**src/rtl/seg_scan_decoder.sv**
```systemverilog
// Scans a multiplexed active-low 7-segment bus and recovers the four digit codes.
// A digit is accepted once its {select, segments, dp} sample has been stable for STABLE_CNT clocks.
module seg_scan_decoder #(
   parameter int unsigned STABLE_CNT = 4
) (
   input  logic        i_clk,
   input  logic        i_rst,
   input  logic [6:0]  i_seg,
   input  logic        i_dp,
   input  logic [3:0]  i_sel,
   output logic [15:0] o_digits,
   output logic [3:0]  o_dps,
   output logic [3:0]  o_err,
   output logic        o_frame_valid,
   output logic        o_sel_err
);

   logic [11:0] smp;
   logic [11:0] prev_q, prev_d;
   logic [7:0]  cnt_q, cnt_d;
   logic [15:0] digits_q, digits_d;
   logic [3:0]  dps_q, dps_d;
   logic [3:0]  err_q, err_d;
   logic [3:0]  seen_q, seen_d;
   logic        fv_q, fv_d;
   logic        sel_err_q, sel_err_d;

   logic        same;
   logic        saturated;
   logic        legal;
   logic [1:0]  idx;
   logic        accept;
   logic [3:0]  code;
   logic        bad_code;
   logic [3:0]  seen_nxt;

   assign smp = {i_sel, i_seg, i_dp};

   always_comb begin
      legal = 1'b1;
      idx   = 2'd0;
      unique case (i_sel)
         4'hE:    idx = 2'd0;
         4'hD:    idx = 2'd1;
         4'hB:    idx = 2'd2;
         4'h7:    idx = 2'd3;
         default: legal = 1'b0;
      endcase
   end

   always_comb begin
      bad_code = 1'b0;
      case (i_seg)
         7'h40:   code = 4'h0;
         7'h79:   code = 4'h1;
         7'h24:   code = 4'h2;
         7'h30:   code = 4'h3;
         7'h19:   code = 4'h4;
         7'h12:   code = 4'h5;
         7'h02:   code = 4'h6;
         7'h78:   code = 4'h7;
         7'h00:   code = 4'h8;
         7'h10:   code = 4'h9;
         7'h3F:   code = 4'hA;
         7'h7F:   code = 4'hF;
         default: begin
            code     = 4'hF;
            bad_code = 1'b1;
         end
      endcase
   end

   always_comb begin
      same      = (smp == prev_q);
      saturated = (cnt_q == 8'hFF);
      prev_d    = smp;
      if (!same) begin
         cnt_d = 8'd1;
      end else if (saturated) begin
         cnt_d = cnt_q;
      end else begin
         cnt_d = cnt_q + 8'd1;
      end

      // A saturated run keeps cnt at 255 and must not re-trigger when STABLE_CNT is 255.
      accept    = legal && (cnt_d == 8'(STABLE_CNT)) && !(same && saturated);
      sel_err_d = (cnt_d == 8'd1) && !legal && (i_sel != 4'hF);

      digits_d = digits_q;
      dps_d    = dps_q;
      err_d    = err_q;
      seen_d   = seen_q;
      fv_d     = 1'b0;
      seen_nxt = seen_q | (4'b0001 << idx);
      if (accept) begin
         digits_d[{idx, 2'b00} +: 4] = code;
         dps_d[idx]                  = ~i_dp;
         err_d[idx]                  = bad_code;
         if (seen_nxt == 4'hF) begin
            fv_d   = 1'b1;
            seen_d = 4'h0;
         end else begin
            seen_d = seen_nxt;
         end
      end
   end

   always_ff @(posedge i_clk or posedge i_rst) begin
      if (i_rst) begin
         prev_q    <= 12'hFFF;
         cnt_q     <= 8'd0;
         digits_q  <= 16'hFFFF;
         dps_q     <= 4'h0;
         err_q     <= 4'h0;
         seen_q    <= 4'h0;
         fv_q      <= 1'b0;
         sel_err_q <= 1'b0;
      end else begin
         prev_q    <= prev_d;
         cnt_q     <= cnt_d;
         digits_q  <= digits_d;
         dps_q     <= dps_d;
         err_q     <= err_d;
         seen_q    <= seen_d;
         fv_q      <= fv_d;
         sel_err_q <= sel_err_d;
      end
   end

   assign o_digits      = digits_q;
   assign o_dps         = dps_q;
   assign o_err         = err_q;
   assign o_frame_valid = fv_q;
   assign o_sel_err     = sel_err_q;

endmodule

```
**config.mk**
```make
export PLATFORM = sky130hd
export DESIGN_NAME = seg_scan_decoder
export DESIGN_NICKNAME = d
export VERILOG_FILES = /design/src/rtl/seg_scan_decoder.sv
export SDC_FILE = /design/constraint.sdc
export NUM_CORES = 1
export LEC_CHECK = 0
export ABC_AREA = 1
export ABC_CLOCK_PERIOD_IN_PS = 5500
export BUFFER_PORTS_ARGS = -buffer_cell sky130_fd_sc_hd__buf_4
export CAP_MARGIN = 20
export CORE_ASPECT_RATIO = 0.7
export CORE_MARGIN = 4
export CORE_UTILIZATION = 55
export CTS_CLUSTER_DIAMETER = 40
export DETAILED_ROUTE_END_ITERATION = 16
export PLACE_DENSITY = 0.78
export SLEW_MARGIN = 20
export SYNTH_ARGS = -nofsm -noshare
export SYNTH_HDL_FRONTEND = slang
export SYNTH_SLANG_ARGS = --single-unit
```
**constraint.sdc**
```tcl
create_clock -name i_clk -period 5.5 [get_ports i_clk]
set_input_delay 1.1 -clock i_clk [delete_from_list [all_inputs] [get_ports i_clk]]
set_output_delay 1.1 -clock i_clk [all_outputs]
set_load 0.005 [all_outputs]
```
==> summary.md, run 1 <==
| Metric | Value |
|---|---|
| Status | `complete, no violations` |
| Share of layout cells above drive strength 1 | `between 20% and 30%` |
| Cells after synthesis | `between 400 and 500` |
| FFs w/ async S/R, synth | `between 90% and 100%` |
| Final Cycle Share | `around 53%` |
| Vias in the first global route | `between 2000 and 3000` |
| CP startpoint kind | `primary input` |
| Total CTS buffers | `5` |
| Final Cell Area | `between 3000 and 4000 sq um` |
| Worst-path clk slew | `0.10 ns` |
| Reg-to-Reg End | `o_err[3]` |
| Post_cts resized | `0` |
| Post-DRT Antenna Nets | `0` |
| Crit path kind | `in -> reg` |
| Crit-path max FO | `12` |
| Final wirelength | `about 7300 um` |
| Critical Path End Type | `flip-flop` |
| Core area | `5340 sq um` |
| WL/cell | `13.37 um` |
| Primary FF master, synth | `dfstp_2` |
| DR pass1 iterations | `4` |
| Post-CTS Setup Inserts | `0` |
| R2R Path Start | `cnt_q[0]` |
| Area Overhead vs Synth | `14.52%` |
| Peak supply drop | `0.0001729 V` |
| Total number of yosys warnings | `0` |
| Total number of vias | `approximately 2900` |
| Max_cap viols | `0` |
| Worst Hold Class | `reg -> reg` |
| Drt drc | `0` |
| Syn Nets | `~460` |
| GRT overflow | `0` |
| Worst Setup SP | `i_sel[3]` |
| Post-route setup TNS | `0 ns` |
| Leak | `roughly 1.9 nW` |
| Later-pin clock latency in the skew report | `0.30 ns` |
| Most frequent cells after synthesis | `nand2_1, nor2_1, nand3_1` |
| Antenna cells | `0` |
| Final nets | `between 400 and 500` |
| Final setup vio count | `0` |
| Critical path required time | `around 5.7 ns` |
| Final Hold Vio Count | `0` |
| Die area | `6926 sq um` |
| Highest Clock Rate | `342.6 MHz` |
| Netlist cell types | `27` |
| Power per cell area | `between 200 and 250 nW/um^2` |
| First-pass GRT wire length | `between 10000 and 15000 um` |
| Fin Clk Skew | `around 0.0056 ns` |
| Hold buffer count at cts | `0` |
| Initial antenna violation count | `0` |
| Row cnt | `22` |
| CP endpoint | `seen_q[0]` |
| RePlAce Congestion | `about 0.9` |
| Top cells by area, synth | `dfstp_2, nand2_1, dfrtp_1, nand3_1, nor2_1` |
| H-tree level count | `2` |
| Reg2Reg Setup Slack | `3.00 ns` |
| CTS sink count | `50` |
| Clock buffer depth | `2` |
| Initial DRC Count | `about 230` |
| Largest net degree at the start of global routing | `51` |
| CTS root buffer | `clkbuf_8` |
| Mean area per synthesized cell | `roughly 7.2 sq um` |
| Measured slew at the worst slew-check pin | `~0.83 ns` |
| Most common cell in the netlist | `nand2_1` |
| Post-DP HPWL | `about 5500 um` |
| Synth Cell Area | `between 3000 and 4000 sq um` |
| RSZ-0062 raised after global routing | `false` |
| Relative slew slack | `~45%` |
| Yosys reg bits | `50` |
| Register area share after synthesis | `about two fifths` |
| Die width | `~98 um` |
| Worst R2R Path Depth | `13` |
| EDFF count, synth | `0` |
| Share of the synthesized area in the top cell type | `23.71%` |
| CTS tree | `yes` |
| Fin crit period | `a little under 3 ns` |
| Placed inst area | `roughly 3400 sq um` |
| Number of vias per cell | `between 5 and 6` |
| Post-synth top area cell | `dfstp_2` |
| I/O Buffers | `39` |
| Initial core utilization | `between 50% and 60%` |
| Die height | `roughly 71 um` |
| Overall Global Routing Usage | `a little over a fifth` |
| Final Max Tran Viols | `0` |
| # IOs | `40` |
| Fill cell count | `462` |
| CP arrival | `between 3 and 4 ns` |
==> how the worst min path moves through the flow <==
stage / startpoint / end / slack (ns) / depth (start not counted)
floorplan: o_digits[15] / o_digits[15] / 0.45 / 2
global placement: o_digits[13] / o_digits[13] / 0.45 / 2
detailed placement: o_digits[7] / o_digits[7] / 0.46 / 2
CTS: o_digits[9] / o_digits[9] / 0.47 / 2
global route: o_digits[7] / o_digits[7] / 0.48 / 2
finish: o_digits[9] / o_digits[9] / 0.47 / 2
==> state kept, by name, summed over array words and instances, names as in the netlist <==
name and flops:
o_sel_err 1, o_frame_valid 1, cnt_q 8, prev_q 12, o_err 4, o_dps 4, o_digits 16, seen_q 4
==> stage by stage <==
stage / worst slack (ns) / cells / util, % / hold slack [ns] / total power [mW]
after global placement: 2.424 / 539 / 64.41 / 0.4530 / 0.4678
after floorplan: 2.895 / 433 / - / 0.4526 / 0.4427
after CTS: 2.604 / 547 / 66.52 / 0.4690 / 0.7344
final: 2.581 / 547 / 66.54 / 0.4655 / 0.7324
after global routing: 2.292 / 547 / 66.54 / 0.4835 / 0.7644
after detailed placement: 2.288 / 539 / 64.41 / 0.4555 / 0.4697
==> layout make-up <==
class | instances | area [sq um] | area share [%]
inverter | 45 | 170.2 | 4.789
multi-input combinational | 333 | 1602 | 45.07
clock buffer | 5 | 68.82 | 1.937
tap | 72 | 90.09 | 2.535
clock inverter | 3 | 43.79 | 1.232
timing repair buffer | 39 | 292.8 | 8.239
sequential | 50 | 1286 | 36.20
==> metal layers <==
| metal | GRT usage, % | wire, um |
|---|---|---|
| met1 | 33.13 | 3594 |
| met3 | 4.433 | 467 |
| met2 | 32.42 | 3211 |
| met4 | 3.226 | 38 |
| met5 | 0 | 0 |
==> placed cells by master (no fill, tap or decap), types with 3 or more instances in the layout <==
cell type,synthesis,routed
nor2_4,5,5
nand3_1,43,43
nand3_2,6,6
clkbuf_8,0,5
inv_2,4,4
nor3_1,9,9
dfrtp_1,22,22
inv_1,41,40
ha_1,8,8
buf_4,1,39
dfstp_2,28,28
nor2_2,3,3
o21ai_0,14,14
nand4_1,12,12
nor2_1,49,49
xnor2_1,5,5
a21oi_1,10,10
nand2_1,159,159
==> critical path, stage by stage <==
cell and delay [ns]:
buf_4 0.13, nand2_1 0.09, inv_1 0.07, a31oi_1 0.48
ha_1 0.50, nor2_1 0.08, nor4_1 0.30, inv_1 0.14
o21ai_0 0.09, o21ai_0 0.12
==> logic make-up after synthesis <==
group | synth area share, %
fa+ha+maj | 3.226
compound gates | 4.073
xor+xnor | 1.411
buf+inv | 6.935
simple gates | 42.90
flops | 41.45
==> where the power goes <==
group / internal, mW / switching, mW / total [mW]
Combinational: 0.0264 / 0.0582 / 0.0846
Clock: 0.137 / 0.131 / 0.268
Sequential: 0.377 / 0.00298 / 0.380
Total: 0.540 / 0.193 / 0.732
Power figures use the tool's default switching activity.
==> run 2: changes to the inputs <==
--- a/config.mk
+++ b/config.mk
@@ -6,7 +6,7 @@
 export NUM_CORES = 1
 export LEC_CHECK = 0
 export ABC_AREA = 1
-export ABC_CLOCK_PERIOD_IN_PS = 5500
+export ABC_CLOCK_PERIOD_IN_PS = 3060
 export BUFFER_PORTS_ARGS = -buffer_cell sky130_fd_sc_hd__buf_4
 export CAP_MARGIN = 20
 export CORE_ASPECT_RATIO = 0.7
==> constraint.sdc (replaced) <==
create_clock -name i_clk -period 3.06 [get_ports i_clk]
set_input_delay 0.612 -clock i_clk [delete_from_list [all_inputs] [get_ports i_clk]]
set_output_delay 0.612 -clock i_clk [all_outputs]
set_load 0.005 [all_outputs]
==> summary.md, run 2 (synthesis gave the netlist of run 1 again) <==
| Metric | Value |
|---|---|
| Most frequent cells in the layout | `nand2_1, nor2_1, nand3_1, buf_4, inv_1` |
| Hold slack | `0.4106 ns (-0.05487 ns)` |
| RSZ-0062 raised after global routing | `false` |
| Final Non-Filler Cells | `549 (+0.37%)` |
| Area Overhead vs Synth | `14.48% (about the same)` |
| Final setup vio count | `0 (unchanged)` |
| Antenna cells | `0 (unchanged)` |
| CP max stage cell | `dfrtp_1` |
| Crit path top cell by count | `nand2_1` |
| DR pass1 iterations | `4 (unchanged)` |
| Vias in the first global route | `2663 (-0.78%)` |
| Post-DRT Antenna Nets | `0 (unchanged)` |
| Hold worst-path end | `prev_q[0]` |
| Overall Global Routing Usage | `22.19% (+0.53 points)` |
| Beginning of the worst hold path | `i_dp` |
| R2R Path Start | `cnt_q[0]` |
| Measured slew at the worst slew-check pin | `0.8231 ns (-0.004339 ns)` |
| Highest Clock Rate | `between 400 and 500 MHz` |
| I/O Buffers | `39 (unchanged)` |
| Later-pin clock latency in the skew report | `0.32 ns (+0.02 ns)` |
| Design Power | `1.258 mW (+72%)` |
| Share of layout cells above drive strength 1 | `20.96% (+0.33 points)` |
| WL/cell | `13.34 um (-0.21%)` |
| Final Cycle Share | `around four fifths` |
| CTS sink count | `50 (unchanged)` |
| Final Max Tran Viols | `0 (unchanged)` |
| H-tree level count | `2 (unchanged)` |
| Worst R2R Path Depth | `13 (unchanged)` |
| Worst Hold Class | `in -> reg` |
| Post-CTS Setup Inserts | `0 (unchanged)` |
| Leading cell type in the layout, fill and taps excluded | `nand2_1` |
| Critical path's top delay family | `simple AND/OR/NAND/NOR gates` |
| Crit path kind | `reg -> reg` |
| Largest net degree at the start of global routing | `41 (-20%)` |
| Post-route setup TNS | `0 ns (unchanged)` |
| Total number of vias | `2933 (+1.3%)` |
| Placed cell count | `541 (+0.37%)` |
| Peak supply drop | `0.0002264 V (+31%)` |
| CP startpoint kind | `flip-flop` |
| Leak | `1.887 nW (about the same)` |
| Power per cell area | `354.2 nW/um^2 (+72%)` |
| Initial antenna violation count | `0 (unchanged)` |
| Fin Clk Skew | `0.01265 ns (+0.007026 ns)` |
| Final wirelength | `7323 um (+0.15%)` |
| Worst-path clk slew | `0.10 ns (about the same)` |
| Fill cell count | `487 (+5.4%)` |
| Reg2Reg Setup Slack | `0.58 ns (-2.42 ns)` |
| Initial DRC Count | `190 (-18%)` |
| Crit path buffers/inverters | `1 (-2)` |
| Drt drc | `0 (unchanged)` |
| Hold buffer count at cts | `0 (unchanged)` |
| Die width | `97.78 um (unchanged)` |
| Final Hold Vio Count | `0 (unchanged)` |
| Critical path required time | `3.32 ns (-2.37 ns)` |
| Final nets | `498 (+0.40%)` |
| Critical Path End Type | `flip-flop` |
| Relative slew slack | `45.05% (+0.27 points)` |
| CP arrival | `2.74 ns (-0.37 ns)` |
| Post-DP HPWL | `5522 um (-0.29%)` |
| Row cnt | `22 (unchanged)` |
| CTS tree | `yes` |
| Max_cap viols | `0 (unchanged)` |
| WHS Path Cells | `1 (-1)` |
| Number of vias per cell | `5.342 (+0.94%)` |
| Clock buffer depth | `2 (unchanged)` |
| Post_cts resized | `0 (unchanged)` |
| CTS root buffer | `clkbuf_8` |
| Initial core utilization | `58.11% (unchanged)` |
| Fin crit period | `approximately 2.5 ns` |
| Cell-by-cell trace of the critical path | `ha_1 -> nand2_1 -> nor2_4 -> nand2_4 -> inv_2 -> nand2_1 -> nand2_1 -> nand3_2 -> nor2_2 -> nand3_2 -> nor2_4 -> nand3_1 -> nand2_1` |
| Slowest stage delay, CP | `0.41 ns (-0.09 ns)` |
| Crit-path max FO | `24 (+12)` |
| RePlAce Congestion | `0.8960 (+1.0%)` |
| Die height | `70.84 um (unchanged)` |
| Status | `complete, no violations` |
| Total CTS buffers | `5 (unchanged)` |
| GRT overflow | `0 (unchanged)` |
| Die area | `6926 sq um (unchanged)` |
| Fin util | `66.52% (about the same)` |
| # IOs | `40 (unchanged)` |
| Core area | `5340 sq um (unchanged)` |
| Reg-to-Reg End | `o_digits[2]` |
| First-pass GRT wire length | `12630 um (+0.77%)` |
| Largest register FFs | `16 (unchanged)` |
[run 2: per-layer routing]
metal	vias to the layer above	track usage, %	wire [um]
li1	1466	-	-
met4	0	5.376	89
met1	1341	34.00	3605
met3	11	4.729	558
met5	-	0	0
met2	115	31.97	3071
[run 2: worst max path at each step]
stage	from	endpoint	slack, ns	depth (start not counted)
2_1_floorplan	i_sel[3]	seen_q[3]	0.94	10
3_3_place_gp	i_sel[3]	seen_q[0]	0.46	10
3_5_place_dp	i_sel[3]	seen_q[2]	0.29	10
4_1_cts	cnt_q[0]	o_digits[2]	0.59	13
5_1_grt	cnt_q[0]	o_digits[2]	0.26	13
6_report	cnt_q[0]	o_digits[2]	0.58	13
[run 2: worst reg2reg max path, stage by stage (launching register included)]
cell and delay, ns:
dfrtp_1 0.41, ha_1 0.26, nand2_1 0.13, nor2_4 0.17, nand2_4 0.13, inv_2 0.11
nand2_1 0.05, nand2_1 0.08, nand3_2 0.10, nor2_2 0.14, nand3_2 0.12, nor2_4 0.40
nand3_1 0.19, nand2_1 0.11
[run 2: final cells by class]
class	count	area, sq um	area share, %
clock inverter	3	28.78	0.8101
sequential	50	1286	36.21
tap	72	90.09	2.536
clock buffer	5	68.82	1.937
multi-input combinational	333	1602	45.09
timing repair buffer	41	307.8	8.665
inverter	45	168.9	4.755
[run 2: power by group]
part	internal (mW)	switching, mW	leakage [nW]
clock network	0.170	0.249	0.0502
logic	0.0491	0.108	1.25
registers	0.677	0.00512	0.590
[run 2: metrics by stage]
stage	cell area, sq um	setup WS, ns
3_5_place_dp	3455	0.2939
4_1_cts	3552	0.5886
6_report	3552	0.5770
2_1_floorplan	3103	0.9433
5_1_grt	3552	0.2636
3_3_place_gp	3455	0.4608
==> run 3: changes to the inputs <==
--- a/config.mk
+++ b/config.mk
@@ -6,12 +6,12 @@
 export NUM_CORES = 1
 export LEC_CHECK = 0
 export ABC_AREA = 1
-export ABC_CLOCK_PERIOD_IN_PS = 3060
+export ABC_CLOCK_PERIOD_IN_PS = 2100
 export BUFFER_PORTS_ARGS = -buffer_cell sky130_fd_sc_hd__buf_4
 export CAP_MARGIN = 20
 export CORE_ASPECT_RATIO = 0.7
 export CORE_MARGIN = 4
-export CORE_UTILIZATION = 55
+export CORE_UTILIZATION = 52
 export CTS_CLUSTER_DIAMETER = 40
 export DETAILED_ROUTE_END_ITERATION = 16
 export PLACE_DENSITY = 0.78
==> constraint.sdc (replaced) <==
create_clock -name i_clk -period 2.1 [get_ports i_clk]
set_input_delay 0.42 -clock i_clk [delete_from_list [all_inputs] [get_ports i_clk]]
set_output_delay 0.42 -clock i_clk [all_outputs]
set_load 0.005 [all_outputs]
==> summary.md, run 3 (synthesis gave the netlist of run 1 again) <==
| Metric | Value |
|---|---|
| CP max stage cell | `dfrtp_1` |
| Max_cap viols | `0 (unchanged)` |
| # IOs | `40 (unchanged)` |
| Vias in the first global route | `2882 (+8.2%)` |
| Core area | `5756 sq um (+7.8%)` |
| CP startpoint kind | `flip-flop` |
| Share of layout cells above drive strength 1 | `28.01% (+7.0 points)` |
| CTS tree | `yes` |
| Die width | `100.3 um (+2.6%)` |
| Largest register FFs | `16 (unchanged)` |
| RSZ-0062 raised after global routing | `true` |
| Placed inst area | `3641 sq um (+5.4%)` |
| Final wirelength | `7869 um (+7.5%)` |
| Hold buffer count at cts | `0 (unchanged)` |
| DR pass1 iterations | `5 (+1)` |
| Die area | `7287 sq um (+5.2%)` |
| Final setup vio count | `0 (unchanged)` |
| Total CTS buffers | `5 (unchanged)` |
| GRT overflow | `0 (unchanged)` |
| Leak | `2.052 nW (+8.8%)` |
| CP arrival | `2.26 ns (-0.48 ns)` |
| Worst R2R Path Depth | `12 (-1)` |
| Post-DRT Antenna Nets | `0 (unchanged)` |
| Number of vias per cell | `5.225 (-2.2%)` |
| Highest Clock Rate | `481.3 MHz (+20%)` |
| Crit-path max FO | `8 (-67%)` |
| Clock buffer depth | `2 (unchanged)` |
| Fin util | `67.35% (+0.83 points)` |
| Power per cell area | `496.9 nW/um^2 (+40%)` |
| Initial DRC Count | `143 (-25%)` |
| Crit path kind | `reg -> reg` |
| Initial antenna violation count | `0 (unchanged)` |
| First-pass GRT wire length | `13110 um (+3.8%)` |
| Final nets | `528 (+6.0%)` |
| Final Hold Vio Count | `0 (unchanged)` |
| Row cnt | `23 (+4.5%)` |
| Peak supply drop | `0.0003215 V (+42%)` |
| Initial core utilization | `53.91% (-4.2 points)` |
| Leading cell type in the layout, fill and taps excluded | `nand2_1` |
| Most frequent cells in the layout | `nand2_1, buf_4, nor2_1, nand3_1, inv_1` |
| Worst path depth | `12 (-1)` |
| Total number of vias | `3041 (+3.7%)` |
| Overall Global Routing Usage | `22.15% (-0.040 points)` |
| Final Non-Filler Cells | `582 (+6.0%)` |
| Largest net degree at the start of global routing | `27 (-34%)` |
| RePlAce Congestion | `0.9110 (+1.7%)` |
| Relative slew slack | `65.22% (+20 points)` |
| Critical Path End Type | `flip-flop` |
| Measured slew at the worst slew-check pin | `0.5210 ns (-0.3021 ns)` |
| Final Cell Area | `3876 sq um (+9.1%)` |
| Die height | `72.63 um (+2.5%)` |
| Drt drc | `0 (unchanged)` |
| CTS root buffer | `clkbuf_8` |
| WL/cell | `13.52 um (+1.4%)` |
| Worst Hold Class | `in -> async` |
| Slowest stage delay, CP | `0.39 ns (-0.02 ns)` |
| I/O Buffers | `39 (unchanged)` |
| Worst-path clk slew | `0.09 ns (about the same)` |
| H-tree level count | `2 (unchanged)` |
| Fin crit period | `2.078 ns (-0.4054 ns)` |
| Final Cycle Share | `98.94% (+18 points)` |
| Crit path buffers/inverters | `3 (+2)` |
| Area Overhead vs Synth | `24.92%` |
| Status | `complete, no violations` |
| Critical path required time | `2.28 ns (-1.04 ns)` |
| Antenna cells | `0 (unchanged)` |
| Post-DP HPWL | `5921 um (+7.2%)` |
| Fin Clk Skew | `0.007562 ns (-0.005092 ns)` |
| CTS sink count | `50 (unchanged)` |
| Later-pin clock latency in the skew report | `0.31 ns (about the same)` |
| Final Max Tran Viols | `0 (unchanged)` |
| Cell-by-cell trace of the critical path | `ha_2 -> nand2_2 -> nor2_4 -> nand2_4 -> buf_4 -> nand3_1 -> inv_1 -> a21oi_2 -> nor2_4 -> buf_4 -> nand3_4 -> o21ai_0` |
| Placed cell count | `565 (+4.4%)` |
| Critical path's top delay family | `simple AND/OR/NAND/NOR gates` |
[run 3: cell types whose count changed in the layout (fill, tap and decap cells not counted), moves of 2 or more]
cell	delta
nand2_2	+6
clkinv_2	+2
nand2_1	-6
a21oi_2	+2
a21oi_1	-2
buf_4	+24
buf_6	+4
buf_12	+2
o21ai_0	-3
clkinv_4	-2
o21ai_1	+2
inv_1	-2
[run 3: per-stage QoR]
stage                     hold WS (ns)  setup WS (ns)  power [mW]  TNS [ns]
after global routing            0.1851        -0.1440       2.027    -2.619
final                           0.1404        0.02234       1.926         0
after floorplan                 0.4245         0.1753       1.159         0
after CTS                       0.1596        0.01676       1.938         0
after detailed placement        0.4547        0.03389       1.256         0
after global placement          0.4486        0.09481       1.251         0
[run 3: final timing paths]
| kind | slack, ns | endpoint | from |
|---|---|---|---|
| min in group i_clk | 0.23 | prev_q[0] | i_dp |
| hold / removal | 0.14 | o_dps[3] | i_rst |
| hold reg to reg | 0.47 | o_digits[2] | o_digits[2] |
| max in group asynchronous | 1.35 | prev_q[0] | i_rst |
| setup / recovery | 0.02 | seen_q[0] | cnt_q[1] |
| setup reg to reg | 0.02 | seen_q[0] | cnt_q[1] |
[run 3: area by class of cell]
type	instances	area, sq um
clock buffer	5	68.82
clock inverter	3	40.04
fill	526	1879
inverter	45	171.4
multi-input combinational	333	1643
sequential	50	1286
tap	75	93.84
timing repair buffer	71	573.1
[run 3: timing repair]
item / CTS / global route
setup endpoints to repair: 0 / 28
resized for setup: 0 / 22
setup buffers: 0 / 9
[run 3: routing by layer]
layer	GRT usage, %	routed length, um	vias up	part of all wire [%]
met4	4.036	55	0	0.70
li1	-	-	1524	-
met3	3.916	437	9	5.6
met2	35.39	3594	95	46
met1	32.08	3782	1413	48
met5	0	0	-	0
[run 3: report_power, final]
part           total, mW  switching, mW  internal, mW  leakage [nW]
Sequential         0.994        0.00759         0.987         0.590
Clock              0.684          0.332         0.351        0.0579
Combinational      0.248          0.159        0.0891          1.40
Total               1.93          0.499          1.43          2.05
